## src/rtl/fifo_ctrl.sv

```systemverilog
// Control and output stage for a register-array FIFO: upstream accept, storage
// pointer/occupancy update, registered output slot with empty-path bypass, status.
module fifo_ctrl #(
  parameter int ADDR_BW  = 1,
  parameter int DATA_BW  = 4,
  parameter int AFULL_TH = 2**ADDR_BW-1
) (
  input  logic               clk,
  input  logic               rst,
  input  logic               flush,
  input  logic               in_valid,
  output logic               in_ready,
  input  logic [DATA_BW-1:0] in_data,
  output logic               out_valid,
  input  logic               out_ready,
  output logic [DATA_BW-1:0] out_data,
  output logic               reg_push,
  output logic [DATA_BW-1:0] reg_din,
  output logic [ADDR_BW-1:0] next_wrptr,
  output logic [ADDR_BW-1:0] next_rdptr,
  output logic [ADDR_BW:0]   next_numitem,
  input  logic [ADDR_BW-1:0] wr_ptr,
  input  logic [ADDR_BW-1:0] rd_ptr,
  input  logic [ADDR_BW:0]   num_item,
  input  logic [DATA_BW-1:0] reg_dout,
  output logic               almost_full,
  output logic [ADDR_BW:0]   high_water
);

  localparam logic [ADDR_BW:0] DEPTH_W = (ADDR_BW+1)'(2**ADDR_BW);
  localparam logic [ADDR_BW:0] AFULL_W = (ADDR_BW+1)'(AFULL_TH);

  logic               out_valid_q, out_valid_d;
  logic [DATA_BW-1:0] out_data_q, out_data_d;
  logic               almost_full_q, almost_full_d;
  logic [ADDR_BW:0]   high_water_q, high_water_d;

  logic active, stor_full, stor_empty;
  logic push, load, pop, bypass, push_arr;

  always_comb begin
    active     = rst & ~flush;
    stor_full  = (num_item == DEPTH_W);
    stor_empty = (num_item == '0);
    in_ready   = active & ~stor_full;
    push       = in_valid & in_ready;
    load       = ~out_valid_q | out_ready;
    pop        = active & load & ~stor_empty;
    // An empty storage with a free slot sends the word straight to the output.
    bypass     = push & load & stor_empty;
    push_arr   = push & ~bypass;
    reg_push   = push_arr;
    reg_din    = in_data;

    next_wrptr   = '0;
    next_rdptr   = '0;
    next_numitem = '0;
    if (active) begin
      next_wrptr   = wr_ptr + ADDR_BW'(push_arr);
      next_rdptr   = rd_ptr + ADDR_BW'(pop);
      next_numitem = num_item + (ADDR_BW+1)'(push_arr) - (ADDR_BW+1)'(pop);
    end
  end

  always_comb begin
    out_valid_d   = out_valid_q;
    out_data_d    = out_data_q;
    almost_full_d = 1'b0;
    high_water_d  = '0;
    if (flush) begin
      out_valid_d = 1'b0;
    end else begin
      if (pop) begin
        out_valid_d = 1'b1;
        out_data_d  = reg_dout;
      end else if (bypass) begin
        out_valid_d = 1'b1;
        out_data_d  = in_data;
      end else if (out_ready) begin
        out_valid_d = 1'b0;
      end
      almost_full_d = (next_numitem >= AFULL_W);
      high_water_d  = (next_numitem > high_water_q) ? next_numitem : high_water_q;
    end
  end

  always_ff @(posedge clk or negedge rst) begin
    if (!rst) begin
      out_valid_q   <= 1'b0;
      out_data_q    <= '1;
      almost_full_q <= 1'b0;
      high_water_q  <= '0;
    end else begin
      out_valid_q   <= out_valid_d;
      out_data_q    <= out_data_d;
      almost_full_q <= almost_full_d;
      high_water_q  <= high_water_d;
    end
  end

  assign out_valid   = out_valid_q;
  assign out_data    = out_data_q;
  assign almost_full = almost_full_q;
  assign high_water  = high_water_q;

endmodule

```

## config.mk

```make
export PLATFORM = sky130hd
export DESIGN_NAME = fifo_ctrl
export DESIGN_NICKNAME = d
export VERILOG_FILES = /design/src/rtl/fifo_ctrl.sv
export SDC_FILE = /design/constraint.sdc
export NUM_CORES = 1
export LEC_CHECK = 0
export BUFFER_PORTS_ARGS = -buffer_cell sky130_fd_sc_hd__buf_4
export CELL_PAD_IN_SITES_DETAIL_PLACEMENT = 0
export CELL_PAD_IN_SITES_GLOBAL_PLACEMENT = 2
export CORE_MARGIN = 2
export CORE_UTILIZATION = 20
export DETAILED_ROUTE_END_ITERATION = 12
export PLACE_DENSITY_LB_ADDON = 0.05
export SLEW_MARGIN = 20
export SYNTH_ARGS = -nofsm -noshare
export SYNTH_HDL_FRONTEND = slang
export SYNTH_SLANG_ARGS = --single-unit
```

## constraint.sdc

```tcl
create_clock -name clk -period 2.4 [get_ports clk]
set_input_delay 0.6 -clock clk [delete_from_list [all_inputs] [get_ports clk]]
set_output_delay 0.6 -clock clk [all_outputs]
set_load 0.005 [all_outputs]
```

==> results.md <==
- Storage element area: 205 µm²
- Synth Warn #: 0
- Starting Density: 20.9%
- Synth cell types: 26
- Routability Congestion: 0.664
- Req. time, crit path: 2.54 ns
- First-pass GRT wire length: 2400 µm
- Total Die Area: 0.00333 mm²
- Buf/Inv on CP: 2
- Initial antenna violation count: 0
- Layout Nets: 138
- HPWL Detailed: 1280 µm
- Hold Crit Class: input pin to asynchronous set/reset pin
- Worst vdd ir: 0.214 mV
- Grt ovf: 0
- Post-DR wirelength/cell: 11.6 µm
- Mapped Cells: 60
- Fill count: 288
- Post-DR vias/cell: 4.12
- Vias in the first global route: 555
- Period utilization: 112%
- Outcome: finished with violations
- Pwr Density: 433 mW/mm²
- CP Capture Type: flip-flop
- Avg Inst Size Synth: 9.61 µm²
- I/O pin total: 35
- Worst slew margin: 82.0%
- Clk_skew: 0.00816 ns
- Sink Count: 8
- Initial DRT Pass Iterations: 2
- Unrepaired setup endpoints after global routing: true
- CTS tree: built
- Later-pin clock latency in the skew report: 0.26 ns
- Max Cap Viol: 0
- Max Clock Freq: 371 MHz
- Count of final setup violators: 4
- Failing checks: negative setup slack
- Multi-input gate area: 384 µm²
- Slowest stage delay, CP: 0.32 ns
- Root buf cell: clkbuf_4
- Worst setup margin: -0.295 ns
- Placed cell count: 135
- Worst Setup Start Kind: input pin
- Critical path's top delay family: adder cells
- Tot GR Track Use: 9.67%
- Least-Margin Pin Slew: 0.267 ns
- Die Y-Extent: 57.7 µm
- Seq/Total Area, Yosys: 35.6%
- Detail Route Antenna Nets: 0
- Mapped cell area: 577 µm²
- Vias: 606
- Share of layout cells above drive strength 1: 70.7%
- Layout Cells excl Fill: 147
- TritonCTS Buffers: 3
- CP Cell Sequence: buf_6 -> and2b_2 -> nor3_2 -> ha_1 -> inv_2 -> ha_4 -> xor2_4 -> xnor2_2 -> nor2_2 -> ha_1 -> nor2b_4 -> o21ai_1 -> nand2b_1 -> mux2_4
- Crit path kind: input pin to flip-flop
- Core Box Area: 0.00276 mm²
- Port bufs: 34
- Crit path time final: 2.70 ns
- Area grow syn2layout: 93.5%
- Maximum number of pins on one net before global-route repair: 10
- # diodes: 0
- DRC Markers: 0
- Num rows: 19
- Crit path arrival time: 2.84 ns
- Final Core Density: 40.5%
- Max-slew violations: 0
- Die span in x: 57.7 µm
- CP dominant cell by count: ha_1
- Worst path slowest cell: ha_1
- WL final: 1700 µm
- Syn_nets: 81
- Iter 0 DRT Violations: 6
- #FFs+latches synth: 8
- Number of H-tree levels: 1
- Fin. Hold Viols: 0
- Clk buf depth: 2
- CP Max Fanout: 2
- Reg clk slew, reported paths: 0.06 ns
- Leak: 0.576 nW
-- layer usage --
layer / track usage (%) / part of all wire (%) / vias up / wire length [µm]
li1: - / - / 314 / -
met4: 5.98 / 1.7 / 0 / 29
met1: 13.4 / 47 / 267 / 800
met3: 2.46 / 6.4 / 4 / 109
met5: 0 / 0 / - / 0
met2: 13.3 / 45 / 21 / 759
-- where the power goes --
part	internal [mW]	leakage (nW)	total (mW)	switching, mW
combinational	0.126	0.466	0.200	0.0744
sequential	0.162	0.0951	0.172	0.0109
clock	0.0637	0.0150	0.111	0.0475
-- sequential cells by signal, indices dropped and copies added (netlist names) --
signal and cells:
high_water 2, out_valid 1, out_data 4, almost_full 1
-- kinds of logic after synthesis --
kind of cell | after synthesis | share of synthesized area, %
DFF | 8 | 35.6
and+or+nand+nor | 18 | 19.7
adders and majority gates | 4 | 8.68
muxes | 2 | 4.55
xor gates and xnor gates | 3 | 4.56
AOI/OAI and AO/OA | 15 | 16.5
buffers and inverters | 10 | 10.4
-- stage by stage --
step | cell area (µm²) | setup WS, ns | power, mW | TNS (ns) | hold slack [ns]
after floorplan | 599 | -0.477 | 0.252 | -1.07 | 0.304
after detailed placement | 965 | -0.596 | 0.346 | -1.78 | 0.496
after CTS | 1060 | -0.320 | 0.475 | -1.08 | 0.267
after global placement | 965 | -0.606 | 0.345 | -1.83 | 0.495
final | 1120 | -0.295 | 0.484 | -0.997 | 0.269
after global routing | 1120 | -0.412 | 0.513 | -1.36 | 0.277
-- final timing paths --
path | depth (start not counted) | slack (ns) | from | end
min | 2 | 0.27 | rst | out_valid
max in group asynchronous | 2 | 1.91 | rst | out_data[0]
max reg2reg | 13 | -0.27 | out_valid | high_water[0]
min reg2reg | 1 | 0.50 | out_data[2] | out_data[2]
min in group clk | 1 | 0.50 | out_data[2] | out_data[2]
max | 14 | -0.30 | out_ready | high_water[0]
-- synth_stat cells --
| master | count | area [µm²] |
|---|---|---|
| a21oi_1 | 4 | 20.0 |
| a2bb2oi_1 | 4 | 35.0 |
| and2_2 | 1 | 7.51 |
| and2b_1 | 1 | 7.51 |
| buf_4 | 4 | 30.0 |
| buf_6 | 1 | 11.3 |
| dfrtp_1 | 4 | 100 |
| dfstp_2 | 4 | 105 |
| ha_1 | 4 | 50.1 |
| inv_1 | 5 | 18.8 |
| mux2_2 | 1 | 11.3 |
| mux2_4 | 1 | 15.0 |
| nand2_1 | 2 | 7.51 |
| nand2b_1 | 2 | 12.5 |
| nor2_1 | 4 | 15.0 |
| nor2_2 | 1 | 6.26 |
| nor2_8 | 1 | 20.0 |
| nor2b_1 | 1 | 6.26 |
| nor3_1 | 1 | 5.00 |
| nor3b_1 | 1 | 7.51 |
| o21ai_0 | 3 | 15.0 |
| o22ai_1 | 4 | 25.0 |
| or2_1 | 1 | 6.26 |
| or3_1 | 2 | 12.5 |
| xnor2_1 | 1 | 8.76 |
| xor2_1 | 2 | 17.5 |
-- cell usage in the layout (no fill, tap or decap), types with 3 or more instances in the layout --
master	synthesis	layout
a21oi_1	4	3
buf_4	4	53
clkbuf_4	0	3
dfstp_2	4	4
ha_1	4	3
inv_2	0	3
o22ai_1	4	4
nor2_1	4	3
a2bb2oi_1	4	4
dfrtp_1	4	4
buf_6	1	4
-- cell type report --
type	instances	share of cell area [%]
multi-input cells	42	34.4
repair buffers	57	39.7
clock buffers	4	2.35
flip-flops and latches	8	18.4
inverters	5	1.68
well taps	31	3.48
-- what timing repair did --
item,CTS,global route
hold buffers,0,0
setup buffers,6,2
setup endpoints to repair,4,4
pin swaps,7,2
resized for setup,8,7
No activity file was read; power rests on OpenSTA's default activity.
